File: src/rtl/spi_cmd_pkg.sv
`default_nettype none
// ============================================================================
// Module      : spi_cmd_pkg
// Description : Shared constants for the SPI command transmitter. Covers the
//               24-bit {x, y, data} frame layout, the transmitter state
//               encoding and a counter-width helper.
// Revision    : 1.0 - initial release
// ============================================================================
package spi_cmd_pkg;

    // Frame layout: x in the top byte, then y, then data.
    localparam int c_FRAME_BITS = 24;
    localparam int c_X_MSB      = 23;
    localparam int c_X_LSB      = 16;
    localparam int c_Y_MSB      = 15;
    localparam int c_Y_LSB      = 8;
    localparam int c_DATA_MSB   = 7;
    localparam int c_DATA_LSB   = 0;

    // 5-bit bit counter and its terminal value (all 24 bits shifted out).
    localparam int             c_BIT_CNT_W    = 5;
    localparam logic [4:0]     c_BIT_CNT_LAST = 5'd24;

    // Transmitter state encoding.
    typedef logic [2:0] state_t;
    localparam state_t c_ST_IDLE  = 3'd0;
    localparam state_t c_ST_LEAD  = 3'd1;
    localparam state_t c_ST_HIGH  = 3'd2;
    localparam state_t c_ST_LOW   = 3'd3;
    localparam state_t c_ST_TRAIL = 3'd4;
    localparam state_t c_ST_GAP   = 3'd5;

    // Width of a counter holding 0 .. n-1; never narrower than one bit.
    function automatic int cnt_width(input int n);
        return (n > 1) ? $clog2(n) : 1;
    endfunction

endpackage
`default_nettype wire

File: src/rtl/spi_clk_div.sv
`default_nettype none
// ============================================================================
// Module      : spi_clk_div
// Description : Half-period tick generator for the SPI clock. Counts
//               HALF_DIV system clocks and asserts o_tick on the last one.
//               i_restart holds the count at zero so that the first interval
//               after a restart is a full HALF_DIV cycles long.
// Ports       : clk       - system clock
//               rst_n     - asynchronous active-low reset
//               i_restart - force count back to zero
//               o_tick    - high on the final cycle of each half-period
// Revision    : 1.0 - initial release
// ============================================================================
module spi_clk_div
    import spi_cmd_pkg::*;
#(
    parameter int HALF_DIV = 4
) (
    input  logic clk,
    input  logic rst_n,
    input  logic i_restart,
    output logic o_tick
);

    localparam int                 c_CNT_W   = cnt_width(HALF_DIV);
    localparam logic [c_CNT_W-1:0] c_CNT_MAX = c_CNT_W'(HALF_DIV - 1);

    logic [c_CNT_W-1:0] r_cnt;

    // Wraps on its own at the end of each half-period, so consecutive
    // HIGH/LOW phases need no explicit restart.
    always_ff @(posedge clk or negedge rst_n) begin
        if (!rst_n) begin
            r_cnt <= '0;
        end else if (i_restart || (r_cnt == c_CNT_MAX)) begin
            r_cnt <= '0;
        end else begin
            r_cnt <= r_cnt + 1'b1;
        end
    end

    assign o_tick = (r_cnt == c_CNT_MAX);

endmodule
`default_nettype wire

File: src/rtl/spi_cmd_tx.sv
`default_nettype none
// ============================================================================
// Module      : spi_cmd_tx
// Description : SPI master for the 24-bit {x, y, data} command frame. It
//               accepts one command over a valid/ready handshake into a
//               holding register and serialises it MSB first. A second
//               command may be accepted while the first is shifting, so
//               back-to-back frames are separated only by the CS gap.
// Ports       : CLOCK_50  - system clock
//               RESET_N   - asynchronous active-low reset
//               cmd_x     - frame bits 23:16
//               cmd_y     - frame bits 15:8
//               cmd_data  - frame bits 7:0
//               cmd_valid - command present on cmd_*
//               cmd_ready - holding register empty
//               busy      - frame in progress or inter-frame gap
//               done      - one-cycle pulse as SPI_CS returns high
//               SPI_CLK   - serial clock, idle low
//               SPI_CS    - chip select, active low
//               SPI_DATA  - serial data (MOSI)
// Revision    : 1.0 - initial release
// ============================================================================
module spi_cmd_tx
    import spi_cmd_pkg::*;
#(
    parameter int HALF_DIV   = 4,
    parameter int GAP_CYCLES = 8
) (
    input  logic       CLOCK_50,
    input  logic       RESET_N,
    input  logic [7:0] cmd_x,
    input  logic [7:0] cmd_y,
    input  logic [7:0] cmd_data,
    input  logic       cmd_valid,
    output logic       cmd_ready,
    output logic       busy,
    output logic       done,
    output logic       SPI_CLK,
    output logic       SPI_CS,
    output logic       SPI_DATA
);

    localparam int                 c_GAP_W   = cnt_width(GAP_CYCLES);
    localparam logic [c_GAP_W-1:0] c_GAP_MAX = c_GAP_W'(GAP_CYCLES - 1);

    // ------------------------------------------------------------------
    // Registers
    // ------------------------------------------------------------------
    state_t                  r_state;
    logic [c_FRAME_BITS-1:0] r_hold;
    logic                    r_hold_full;
    logic [c_FRAME_BITS-1:0] r_shift;
    logic [c_BIT_CNT_W-1:0]  r_bit_cnt;
    logic [c_GAP_W-1:0]      r_gap_cnt;
    logic                    r_cmd_ready;
    logic                    r_busy;
    logic                    r_done;
    logic                    r_spi_clk;
    logic                    r_spi_cs;
    logic                    r_spi_data;

    // ------------------------------------------------------------------
    // Combinational
    // ------------------------------------------------------------------
    state_t                  w_state_nxt;
    logic [c_FRAME_BITS-1:0] w_cmd_frame;
    logic                    w_accept;
    logic                    w_load;
    logic                    w_hold_full_nxt;
    logic                    w_tick;
    logic                    w_restart;
    logic                    w_last_bit;
    logic                    w_gap_last;

    always_comb begin
        w_cmd_frame                        = '0;
        w_cmd_frame[c_X_MSB:c_X_LSB]       = cmd_x;
        w_cmd_frame[c_Y_MSB:c_Y_LSB]       = cmd_y;
        w_cmd_frame[c_DATA_MSB:c_DATA_LSB] = cmd_data;
    end

    // cmd_ready is registered and equals "holding register empty", so an
    // acceptance can never coincide with a load of the same register.
    assign w_accept   = cmd_valid && r_cmd_ready;
    assign w_load     = (r_state == c_ST_IDLE) && r_hold_full;
    assign w_last_bit = (r_bit_cnt == c_BIT_CNT_LAST);
    assign w_gap_last = (r_gap_cnt == c_GAP_MAX);

    always_comb begin
        w_hold_full_nxt = r_hold_full;
        if (w_accept) begin
            w_hold_full_nxt = 1'b1;
        end else if (w_load) begin
            w_hold_full_nxt = 1'b0;
        end
    end

    // The divider is held at zero while idle so the LEAD phase after a load
    // always lasts a full half-period.
    assign w_restart = (r_state == c_ST_IDLE);

    spi_clk_div #(
        .HALF_DIV (HALF_DIV)
    ) u_clk_div (
        .clk       (CLOCK_50),
        .rst_n     (RESET_N),
        .i_restart (w_restart),
        .o_tick    (w_tick)
    );

    // ------------------------------------------------------------------
    // Next-state logic
    // ------------------------------------------------------------------
    always_comb begin
        w_state_nxt = r_state;
        case (r_state)
            c_ST_IDLE:  if (r_hold_full) w_state_nxt = c_ST_LEAD;
            c_ST_LEAD:  if (w_tick)      w_state_nxt = c_ST_HIGH;
            c_ST_HIGH:  if (w_tick)      w_state_nxt = c_ST_LOW;
            c_ST_LOW:   if (w_tick)      w_state_nxt = w_last_bit ? c_ST_TRAIL : c_ST_HIGH;
            c_ST_TRAIL: if (w_tick)      w_state_nxt = c_ST_GAP;
            c_ST_GAP:   if (w_gap_last)  w_state_nxt = c_ST_IDLE;
            default:                     w_state_nxt = c_ST_IDLE;
        endcase
    end

    // ------------------------------------------------------------------
    // Control: state, handshake, busy
    // ------------------------------------------------------------------
    always_ff @(posedge CLOCK_50 or negedge RESET_N) begin
        if (!RESET_N) begin
            r_state     <= c_ST_IDLE;
            r_hold_full <= 1'b0;
            r_cmd_ready <= 1'b0;
            r_busy      <= 1'b0;
        end else begin
            r_state     <= w_state_nxt;
            r_hold_full <= w_hold_full_nxt;
            r_cmd_ready <= !w_hold_full_nxt;
            r_busy      <= (w_state_nxt != c_ST_IDLE);
        end
    end

    // ------------------------------------------------------------------
    // Datapath: holding register, shifter, bit and gap counters
    // ------------------------------------------------------------------
    always_ff @(posedge CLOCK_50 or negedge RESET_N) begin
        if (!RESET_N) begin
            r_hold    <= '0;
            r_shift   <= '0;
            r_bit_cnt <= '0;
            r_gap_cnt <= '0;
        end else begin
            if (w_accept) begin
                r_hold <= w_cmd_frame;
            end

            if (w_load) begin
                r_shift   <= r_hold;
                r_bit_cnt <= '0;
            end else if ((r_state == c_ST_HIGH) && w_tick) begin
                // Entering LOW: the receiver samples on this falling edge,
                // so the next bit is moved up only now.
                r_shift   <= {r_shift[c_FRAME_BITS-2:0], 1'b0};
                r_bit_cnt <= r_bit_cnt + 1'b1;
            end

            if ((r_state == c_ST_TRAIL) && w_tick) begin
                r_gap_cnt <= '0;
            end else if ((r_state == c_ST_GAP) && !w_gap_last) begin
                r_gap_cnt <= r_gap_cnt + 1'b1;
            end
        end
    end

    // ------------------------------------------------------------------
    // SPI pins and done pulse, all updated on state transitions
    // ------------------------------------------------------------------
    always_ff @(posedge CLOCK_50 or negedge RESET_N) begin
        if (!RESET_N) begin
            r_spi_cs   <= 1'b1;
            r_spi_clk  <= 1'b0;
            r_spi_data <= 1'b0;
            r_done     <= 1'b0;
        end else begin
            r_done <= 1'b0;
            case (r_state)
                c_ST_IDLE: begin
                    if (r_hold_full) begin
                        r_spi_cs <= 1'b0;
                    end
                end
                c_ST_LEAD: begin
                    if (w_tick) begin
                        r_spi_clk  <= 1'b1;
                        r_spi_data <= r_shift[c_FRAME_BITS-1];
                    end
                end
                c_ST_HIGH: begin
                    if (w_tick) begin
                        r_spi_clk <= 1'b0;
                    end
                end
                c_ST_LOW: begin
                    // After the 24th falling edge the clock stays low and
                    // the data pin keeps the last bit through TRAIL.
                    if (w_tick && !w_last_bit) begin
                        r_spi_clk  <= 1'b1;
                        r_spi_data <= r_shift[c_FRAME_BITS-1];
                    end
                end
                c_ST_TRAIL: begin
                    if (w_tick) begin
                        r_spi_cs   <= 1'b1;
                        r_spi_data <= 1'b0;
                        r_done     <= 1'b1;
                    end
                end
                default: begin
                end
            endcase
        end
    end

    assign cmd_ready = r_cmd_ready;
    assign busy      = r_busy;
    assign done      = r_done;
    assign SPI_CLK   = r_spi_clk;
    assign SPI_CS    = r_spi_cs;
    assign SPI_DATA  = r_spi_data;

endmodule
`default_nettype wire
File: config.mk
export PLATFORM = sky130hd
export DESIGN_NAME = spi_cmd_tx
export DESIGN_NICKNAME = d
export VERILOG_FILES = /design/src/rtl/spi_cmd_pkg.sv /design/src/rtl/spi_clk_div.sv /design/src/rtl/spi_cmd_tx.sv
export SDC_FILE = /design/constraint.sdc
export NUM_CORES = 1
export LEC_CHECK = 0
export ABC_CLOCK_PERIOD_IN_PS = 2800
export BUFFER_PORTS_ARGS = -buffer_cell sky130_fd_sc_hd__buf_4
export CORE_MARGIN = 4
export CORE_UTILIZATION = 43
export CTS_BUF_LIST = sky130_fd_sc_hd__clkbuf_4 sky130_fd_sc_hd__clkbuf_8
export DETAILED_ROUTE_END_ITERATION = 10
export MAX_ROUTING_LAYER = met4
export PLACE_DENSITY = 0.63
export SYNTH_ARGS = -nofsm -noshare
export SYNTH_HDL_FRONTEND = slang
export SYNTH_HIERARCHICAL = 1
export SYNTH_SLANG_ARGS = --single-unit
File: constraint.sdc
create_clock -name CLOCK_50 -period 2.8 [get_ports CLOCK_50]
set_input_delay 0.14 -clock CLOCK_50 [delete_from_list [all_inputs] [get_ports CLOCK_50]]
set_output_delay 0.14 -clock CLOCK_50 [all_outputs]
set_load 0.005 [all_outputs]
==> impl_results.md, run 1 <==
* Status: completed
* Slew @ Worst Pin at 0.846 ns
* CTS buffer count at 9
* Relative slew slack at 0.436
* Synth Register Bits at 68
* Layout cell share with drive strength beyond 1 at 0.401
* Design Power at 2.14 mW
* Core area at 0.00691 mm2
* Post-synth EDFFs at 0
* Die Ht at 92.9 um
* Most common cell after layout, fill and taps aside: dfrtp_1
* Worst-skew pair later-pin latency at 0.34 ns
* IO Port Bufs at 32
* Hold crit path type: in -> reg
* DR pass1 iterations at 4
* Fmax at 508 MHz
* Final setup viols at 0
* Crit end category: flop
* Maxcap violations at 0
* CTS H-tree lvls at 3
* Routed length per instance at 12.8 um
* # resized after CTS at 0
* CTS Buffer Depth at 2
* Most frequent cells in the layout: dfrtp_1 (67), buf_4 (33), nand2_1 (28)
* Ys flop type: dfrtp_1
* Total GRT Usage at 0.131
* Worst path slowest cell: dfrtp_1
* Post-DP Area at 0.00337 mm2
* Ys Warns at 6
* Dpl hpwl at 3.13 mm
* Vias at 1854
* Vias per inst at 4.88
* Minimum clock period at 1.97 ns
* Hold WS at 0.0256 ns
* Ys async rst share at 1.00
* RSZ-0062 raised after global routing: false
* Post-CTS setup buffer count at 0
* Post-Syn Nets at 279
* Syn-to-layout area delta at 15.4%
* CTS Sinks at 68
* Die ar. at 0.00863 mm2
* Final instance area at 0.00358 mm2
* Fin. Hold Viols at 0
* Buffers & Inverters on Critical Path at 2
* Crit Path Class: reg -> reg
* Starting DRT DRC Count at 94
* Hold-fix buffers, CTS at 1
* Leak at 1.60 nW
* Post-Route Setup TNS at 0 ns
* Initial antenna violation count at 0
* Count of pins over their slew limit at 0
* Peak VDD IR at 0.368 mV
* Gr ovfl total at 0
* Sequential share of the synthesized area at 0.549
* Clk slew on worst S/H paths at 0.07 ns
* Remaining DRCs at 0
* Worst-path cell chain: or3_4 -> inv_2 -> and2_2 -> buf_12 -> nand2_1 -> o21ai_2
* CP Launch Type: flop
* Synthesized area at 0.00310 mm2
* WP data required at 3.06 ns
* Initial core utilization at 0.449
* Antenna viol nets, final at 0
* Clock Skews at 0.0103 ns
* Antenna cells at 0
* PwrDens at 599 mW/mm2
* CTS tree: done
* Worst Path Max Fanout at 38
* Pin count of the biggest net entering global routing at 69
* Largest stage delay on the critical path at 0.50 ns
* Root buf cell: clkbuf_8
* Gpl congestion at 0.685
* Cell row count at 30
* Crit-path leading delay family: simple AND/OR/NAND/NOR gates
* Die span in x at 92.9 um
* I/O Pins at 33
* Number of global-route vias before repair at 1899
* Nets at 311
* Distinct cell type count after synthesis at 38
* First-pass GRT wire length at 8.61 mm
* Final period util at 0.703
* Avg Inst Size Synth at 12.5 um2
* Synthesized instance count at 247
* Critical Path AT at 2.23 ns
* Fin util at 0.518
* Post-Route WL at 4.86 mm
==> where the power goes <==
| group | switching [mW] | total [mW] | internal [mW] |
|---|---|---|---|
| Sequential | 0.0710 | 1.18 | 1.11 |
| Clock | 0.339 | 0.777 | 0.438 |
| Combinational | 0.0583 | 0.183 | 0.125 |
| Total | 0.469 | 2.14 | 1.67 |
==> routing by layer <==
layer	track usage	vias up	share of wire	wire length [um]
met3	0.0439	12	0.045	221
met4	0.0549	0	0.016	76
met1	0.163	889	0.48	2320
met5	-	-	0	0
li1	-	923	-	-
met2	0.196	30	0.46	2240
==> stage by stage <==
stage | cells | worst slack [ns]
2_1_floorplan | 247 | 1.19
3_3_place_gp | 363 | 0.837
3_5_place_dp | 363 | 0.841
4_1_cts | 380 | 0.809
5_1_grt | 380 | 0.680
6_report | 380 | 0.831
==> synth_stat cells (all sizes together) (2+ instances only) <==
master	number	share of area
dfrtp	67	0.54
nand2	35	0.048
mux2i	26	0.084
o21ai	26	0.070
mux2	24	0.087
buf	14	0.044
nor2	11	0.013
a21oi	5	0.0081
ha	5	0.020
inv	5	0.0061
nand3	4	0.0065
a21o	3	0.0073
and2	2	0.0040
and4bb	2	0.0081
nand4	2	0.0040
nor3	2	0.0048
nor3b	2	0.0065
==> flip-flops by register name, summed over array words and instances (netlist names) <==
name and count:
SPI_CS 1, r_hold_full 1, r_state 3, u_clk_div/r_cnt 2, r_shift 24, cmd_ready 1, done 1, SPI_CLK 1
busy 1, SPI_DATA 1, r_hold 24, r_gap_cnt 3, r_bit_cnt 5
==> final cells by class <==
| type | count | area, um2 |
|---|---|---|
| tap | 96 | 120 |
| clock inverter | 1 | 5.00 |
| sequential | 68 | 1700 |
| fill | 633 | 3330 |
| timing repair buffer | 36 | 298 |
| clock buffer | 15 | 194 |
| inverter | 5 | 18.8 |
| multi-input combinational | 159 | 1240 |
==> logic make-up (layout without fill, tap and decap cells) <==
logic type,Yosys count,count (layout),synth area share
buffers and inverters,20,57,0.0517
adders and majority gates,5,5,0.0202
and+or+nand+nor,64,64,0.107
xor gates and xnor gates,2,2,0.00565
muxes,50,50,0.171
AOI/OAI and AO/OA,38,38,0.0953
DFF,68,68,0.549
==> worst paths after layout <==
| check | end | slack, ns | depth (start not counted) | from |
|---|---|---|---|---|
| worst max-delay path | r_shift[8]$_DFFE_PN0P_ | 0.83 | 6 | r_state[2]$_DFF_PN0_ |
| worst min-delay path | r_hold[20]$_DFFE_PN0P_ | 0.03 | 2 | cmd_x[4] |
| worst max register to register | r_shift[8]$_DFFE_PN0P_ | 0.83 | 6 | r_state[2]$_DFF_PN0_ |
| worst min register to register | u_clk_div/r_cnt[0]$_DFF_PN0_ | 0.44 | 1 | u_clk_div/r_cnt[0]$_DFF_PN0_ |
| max in group asynchronous | u_clk_div/r_cnt[0]$_DFF_PN0_ | 1.79 | 2 | RESET_N |
| min in group asynchronous | done$_DFF_PN0_ | 0.44 | 2 | RESET_N |
(Power assumes the default switching activity.)
==> run 2, diff against run 1 <==
--- a/config.mk
+++ b/config.mk
@@ -5,14 +5,15 @@
 export SDC_FILE = /design/constraint.sdc
 export NUM_CORES = 1
 export LEC_CHECK = 0
-export ABC_CLOCK_PERIOD_IN_PS = 2800
+export ABC_AREA = 1
+export ABC_CLOCK_PERIOD_IN_PS = 1970
 export BUFFER_PORTS_ARGS = -buffer_cell sky130_fd_sc_hd__buf_4
 export CORE_MARGIN = 4
 export CORE_UTILIZATION = 43
 export CTS_BUF_LIST = sky130_fd_sc_hd__clkbuf_4 sky130_fd_sc_hd__clkbuf_8
 export DETAILED_ROUTE_END_ITERATION = 10
 export MAX_ROUTING_LAYER = met4
-export PLACE_DENSITY = 0.63
+export PLACE_DENSITY = 0.64
 export SYNTH_ARGS = -nofsm -noshare
 export SYNTH_HDL_FRONTEND = slang
 export SYNTH_HIERARCHICAL = 1
==> constraint.sdc (replaced) <==
create_clock -name CLOCK_50 -period 1.97 [get_ports CLOCK_50]
set_input_delay 0.0985 -clock CLOCK_50 [delete_from_list [all_inputs] [get_ports CLOCK_50]]
set_output_delay 0.0985 -clock CLOCK_50 [all_outputs]
set_load 0.005 [all_outputs]
==> run 2 against run 1 <==
Net effect: die area is 2.4% lower; largest cell class unchanged; setup slack worse by 0.40 ns; utilization rose by 2.9 points; cell count increased by 21%; wire length increased by 12%; largest power group unchanged; maximum frequency is 28% higher; hold slack lost 0.0056 ns.
==> impl_results.md, run 2 <==
* Status: completed
* Root buf cell: clkbuf_8
* Ys Warns at 6
* CTS buffer count at 9
* Switching Fraction at 0.212
* Post-Syn Nets at 338
* Routed length per instance at 11.8 um
* I/O Pins at 33
* Dpl hpwl at 3.46 mm
* Synthesized area at 0.00302 mm2
* Synth top cells by count: dfrtp_1 (67), nand2_1 (60), nor2_1 (36)
* Crit Path Class: reg -> reg
* Die ar. at 0.00843 mm2
* Layout cell share with drive strength beyond 1 at 0.230
* Post-synthesis simple-gate area fraction at 0.174
* PwrDens at 827 mW/mm2
* Leak at 1.79 nW
* Clock Skews at 0.00642 ns
* Most frequent cells in the layout: dfrtp_1 (67), nand2_1 (60), nor2_1 (36)
* Synth Register Bits at 68
* Nets at 394
* # fillers at 619
* Sequential share of power at 0.541
* Slew @ Worst Pin at 0.822 ns
* Fmax at 648 MHz
* Die span in x at 91.8 um
* Area contributors post-synth: dfrtp_1 (56%), mux2_2 (7.8%), nand2_1 (7.5%), nor2_1 (4.5%), a21oi_1 (3.8%)
* Crit end category: flop
* Power share of the combinational group at 0.095
* Avg Inst Size Synth at 9.87 um2
* Final setup viols at 0
* Setup ws final at 0.427 ns
* Syn-to-layout area delta at 23.1%
* Ys flop type: dfrtp_1
* Gr ovfl total at 0
* Post-synth EDFFs at 0
* Peak VDD IR at 0.528 mV
* First-pass GRT wire length at 9.52 mm
* Minimum clock period at 1.54 ns
* Critical Path AT at 1.77 ns
* Total GRT Usage at 0.144
* Relative slew slack at 0.452
* Antenna viol nets, final at 0
* CTS Sinks at 68
* Post-CTS setup buffer count at 0
* IO Port Bufs at 32
* Sw Pwr at 0.653 mW
* RSZ-0062 raised after global routing: false
* Vias per inst at 4.68
* Cell row count at 30
* Hold crit path type: in -> reg
* Gpl congestion at 0.818
* Pre-CTS setup slack at 0.433 ns
* Ys async rst share at 1.00
* Most numerous cell in the Yosys netlist: dfrtp_1
* Post-synthesis compound-gate area fraction at 0.0920
* # resized after CTS at 0
* DR pass1 iterations at 4
* Sequential share of the synthesized area at 0.564
* Area share of fa/ha/maj cells after synthesis at 0.0207
* Number of global-route vias before repair at 2129
* CTS tree: done
* Final period util at 0.783
* Clk pwr share at 0.364
* Most common cell after layout, fill and taps aside: dfrtp_1
* Synth Area in XOR/XNOR at 0.00580
* Leading registers by flop count: r_hold x24, r_shift x24, r_bit_cnt x5
* Post-Route WL at 5.43 mm
* CP Launch Type: flop
* Starting DRT DRC Count at 107
* Vias at 2159
* Core area at 0.00679 mm2
* Hold-fix buffers, CTS at 23
* Synthesized instance count at 306
* Largest family of logic cells by synthesized area: simple AND/OR/NAND/NOR gates
* Die Ht at 91.8 um
* Initial core utilization at 0.444
* CTS Buffer Depth at 2
* Maxcap violations at 0
* Fin. Hold Viols at 0
* Remaining DRCs at 0
* Post-Route Setup TNS at 0 ns
* WP data required at 2.19 ns
* Initial antenna violation count at 0
* Internal power at 2.42 mW
* Worst Path Max Fanout at 32
* Count of pins over their slew limit at 0
* Distinct cell type count after synthesis at 25
* CTS H-tree lvls at 3
* Clk slew on worst S/H paths at 0.07 ns
* Synth area leader: dfrtp_1
* Worst-skew pair later-pin latency at 0.33 ns
* Top cell type's share of synthesized area at 0.555
* Pin count of the biggest net entering global routing at 69
* Multiplexer share of the synthesized area at 0.0783
* R2r setup slk at 0.43 ns
* Antenna cells at 0
-- run 2: cell count changes in the layout (fill, tap and decap cells not counted), moves of 7 or more --
cell | before | now
a21oi_1 | 5 | 23
dlygate4sd3_1 | 1 | 23
inv_1 | 4 | 23
mux2i_1 | 26 | 0
nand2_1 | 28 | 60
nand3_1 | 4 | 11
nor2_1 | 11 | 36
o21ai_0 | 1 | 19
o21ai_1 | 2 | 10
o21ai_2 | 23 | 1
-- run 2: metrics by stage --
stage	cells	hold slack (ns)	power, mW	cell area, um2	utilization
floorplan	306	-0.197	1.84	3020	-
global placement	424	0.259	1.94	3290	0.485
detailed placement	424	0.258	1.95	3290	0.485
CTS	461	0.00259	3.12	3720	0.547
global route	461	0.0322	3.23	3720	0.547
finish	461	0.0200	3.07	3720	0.547
-- run 2: logic make-up after synthesis --
family / count (synthesis)
compound gates: 54
xor+xnor: 2
fa+ha+maj: 5
buf+inv: 36
flops: 68
mux: 21
simple gates: 120
-- run 2: cell type report --
| cell class | instances | area [um2] | share of cell area |
|---|---|---|---|
| Inverter | 24 | 92.6 | 0.0249 |
| Multi-Input combinational cell | 202 | 1120 | 0.302 |
| Sequential cell | 68 | 1700 | 0.458 |
| Tap cell | 96 | 120 | 0.0323 |
| Clock inverter | 2 | 35.0 | 0.00943 |
| Clock buffer | 12 | 159 | 0.0428 |
| Timing Repair Buffer | 57 | 485 | 0.131 |
-- run 2: worst max-delay path, cell delays in order (launching register included) --
cell and delay, ns:
dfrtp_1 0.38, ha_1 0.30, nand3_4 0.13, nand2_4 0.20
inv_1 0.21, nand2_2 0.09, nor2_2 0.07, nand2_1 0.04
-- run 2: power groups by stage --
stage               Sequential, mW  Clock [mW]  Combinational, mW
floorplan                     1.66           0              0.172
global placement              1.69           0              0.251
detailed placement            1.69           0              0.261
CTS                           1.67        1.16              0.297
global route                  1.69        1.22              0.329
finish                        1.66        1.12              0.292
-- run 2: layer usage --
layer / vias up / GRT usage / share of wire
met5: - / - / 0
met4: 0 / 0.0470 / 0.0081
met3: 5 / 0.0476 / 0.038
met2: 28 / 0.227 / 0.49
met1: 1023 / 0.175 / 0.47
li1: 1103 / - / -
-- run 2: path summary, 6_finish.rpt --
kind | end | cells after the start | startpoint
worst min-delay path | r_hold[22]$_DFFE_PN0P_ | 3 | cmd_x[6]
worst max register to register | busy$_DFF_PN0_ | 7 | u_clk_div/r_cnt[0]$_DFF_PN0_
min in group asynchronous | r_gap_cnt[1]$_DFFE_PN0P_ | 2 | RESET_N
worst max-delay path | busy$_DFF_PN0_ | 7 | u_clk_div/r_cnt[0]$_DFF_PN0_
max in group asynchronous | r_bit_cnt[3]$_DFFE_PN0P_ | 2 | RESET_N
worst min register to register | u_clk_div/r_cnt[0]$_DFF_PN0_ | 1 | u_clk_div/r_cnt[0]$_DFF_PN0_
==> run 3, diff against run 2 <==
--- a/config.mk
+++ b/config.mk
@@ -6,7 +6,7 @@
 export NUM_CORES = 1
 export LEC_CHECK = 0
 export ABC_AREA = 1
-export ABC_CLOCK_PERIOD_IN_PS = 1970
+export ABC_CLOCK_PERIOD_IN_PS = 1550
 export BUFFER_PORTS_ARGS = -buffer_cell sky130_fd_sc_hd__buf_4
 export CORE_MARGIN = 4
 export CORE_UTILIZATION = 43
==> constraint.sdc (replaced) <==
create_clock -name CLOCK_50 -period 1.55 [get_ports CLOCK_50]
set_input_delay 0.0775 -clock CLOCK_50 [delete_from_list [all_inputs] [get_ports CLOCK_50]]
set_output_delay 0.0775 -clock CLOCK_50 [all_outputs]
set_load 0.005 [all_outputs]
==> run 3 against run 2 <==
Net effect: cell count is 2.0% higher; register-to-register slack got worse by 0.28 ns; clock power up 24%; first-iteration DRC count fell by 23%; utilization grew 1.5 points; critical path depth is 1 higher; design area increased by 2.7%; setup slack worse by 0.28 ns; die area did not move; total power grew 27%; combinational power increased by 33%; non-clock buffer count grew 8; largest power group unchanged.
==> impl_results.md, run 3 (synthesized netlist as in run 2, its figures left out) <==
* Status: completed
* Remaining DRCs at 0
* HP Start: cmd_valid
* Cell row count at 30
* Routed length per instance at 11.8 um
* Die span in x at 91.8 um
* Crit end category: flop
* FF+latch area at 0.00170 mm2
* WP data required at 1.78 ns
* Slew @ Worst Pin at 0.404 ns
* Most frequent cells in the layout: dfrtp_1 (67), nand2_1 (60), buf_4 (37)
* Nets at 402
* Fmax at 714 MHz
* IO Port Bufs at 32
* Buffers & Inverters on Critical Path at 2
* Total GRT Usage at 0.153
* Pre-CTS setup slack at 0.158 ns
* DR pass1 iterations at 4
* Die ar. at 0.00843 mm2
* Pin count of the biggest net entering global routing at 39
* Core area at 0.00679 mm2
* Setup ws final at 0.149 ns
* Post-DP Area at 0.00337 mm2
* Gpl congestion at 0.804
* Post-Layout Cell Count at 470
* Gr ovfl total at 0
* Critical R2R Capture: busy$_DFF_PN0_
* Final instance area at 0.00381 mm2
* Maxcap violations at 0
* Design Power at 3.90 mW
* Dpl hpwl at 3.70 mm
* Critical Path AT at 1.63 ns
* Leak at 1.84 nW
* CTS Sinks at 68
* Antenna viol nets, final at 0
* Fin. Hold Viols at 0
* CP Launch Type: flop
* Worst-skew pair later-pin latency at 0.34 ns
* Post-Route WL at 5.56 mm
* Peak VDD IR at 0.684 mV
* Count of pins over their slew limit at 0
* Most common cell after layout, fill and taps aside: dfrtp_1
* Relative slew slack at 0.731
* Crit Path Class: reg -> reg
* Worst Path Max Fanout at 5
* Final setup viols at 0
* Hold crit path type: in -> reg
* Initial antenna violation count at 0
* Clk slew on worst S/H paths at 0.06 ns
* Hold WS at 0.199 ns
* Starting DRT DRC Count at 82
* Vias at 2214
* # fillers at 614
* Crit-path leading delay family: simple AND/OR/NAND/NOR gates
* Initial core utilization at 0.444
* Syn-to-layout area delta at 26.4%
* Fin util at 0.562
* Worst Hold Depth at 4
* Min-Delay Endpoint: r_hold_full$_DFF_PN0_
* Placed Cells at 430
* Largest stage delay on the critical path at 0.38 ns
* Number of global-route vias before repair at 2246
* Multi-input logic area at 0.00112 mm2
* I/O Pins at 33
* R2r setup slk at 0.15 ns
* Final period util at 0.904
* Post-CTS setup buffer count at 0
* RSZ-0062 raised after global routing: false
* Reg-to-Reg Start: u_clk_div/r_cnt[0]$_DFF_PN0_
* Clock Skews at 0.00673 ns
* Minimum clock period at 1.40 ns
* Die Ht at 91.8 um
* CTS tree: done
* CTS H-tree lvls at 3
* PwrDens at 1020 mW/mm2
* Vias per inst at 4.71
* Worst-path cell chain: ha_1 -> buf_4 -> inv_1 -> nor2_2 -> nor2_2 -> nand2_2 -> nor2_2 -> nand2_1
* Post-Route Setup TNS at 0 ns
* Root buf cell: clkbuf_8
* Worst path slowest cell: dfrtp_1
* Layout cell share with drive strength beyond 1 at 0.243
* CTS Buffer Depth at 2
* Most used cell, CP: nor2_2
* Reg2reg path depth at 8
* Antenna cells at 0
* CTS buffer count at 9
* First-pass GRT wire length at 9.90 mm
* Leading registers by flop count: r_hold x24, r_shift x24, r_bit_cnt x5
[run 3: cell types whose count changed in the layout (fill, tap and decap cells not counted), sizes merged]
cell	delta
clkinvlp	+1
clkbuf	-2
clkinv	+2
buf	+6
dlygate4sd3	+2
[run 3: worst min-delay path, stage by stage]
cell and delay, ns:
buf_4 0.08, nand2_2 0.06, buf_12 0.16, o21ai_0 0.11
[run 3: layout make-up]
cell class              count  share of cell area
well taps                  96              0.0315
multi-input cells         202               0.294
clock inverters             5              0.0138
flip-flops and latches     68               0.446
inverters                  24              0.0243
clock buffers              10              0.0361
repair buffers             65               0.154
[run 3: worst max path at each step]
stage / startpoint / to / cells after the start
6_report: u_clk_div/r_cnt[0]$_DFF_PN0_ / busy$_DFF_PN0_ / 8
5_1_grt: r_state[1]$_DFF_PN0_ / r_shift[16]$_DFFE_PN0P_ / 6
4_1_cts: u_clk_div/r_cnt[0]$_DFF_PN0_ / busy$_DFF_PN0_ / 8
3_5_place_dp: u_clk_div/r_cnt[0]$_DFF_PN0_ / busy$_DFF_PN0_ / 8
3_3_place_gp: u_clk_div/r_cnt[0]$_DFF_PN0_ / busy$_DFF_PN0_ / 8
2_1_floorplan: r_gap_cnt[0]$_DFFE_PN0P_ / busy$_DFF_PN0_ / 9
[run 3: layer usage]
metal,GRT usage,wire length (um)
met3,0.0492,230
met5,-,0
met2,0.253,2870
met4,0.0557,46
met1,0.174,2410
[run 3: timing repair]
item                      CTS  global route
resized for setup           0             0
hold endpoints to repair   54             0
hold buffers               25             0
[run 3: where the power goes]
part	switching (mW)	leakage [nW]	internal (mW)	total, mW
clock	0.626	0.0979	0.768	1.39
combinational	0.132	0.884	0.257	0.388
sequential	0.114	0.855	2.01	2.12
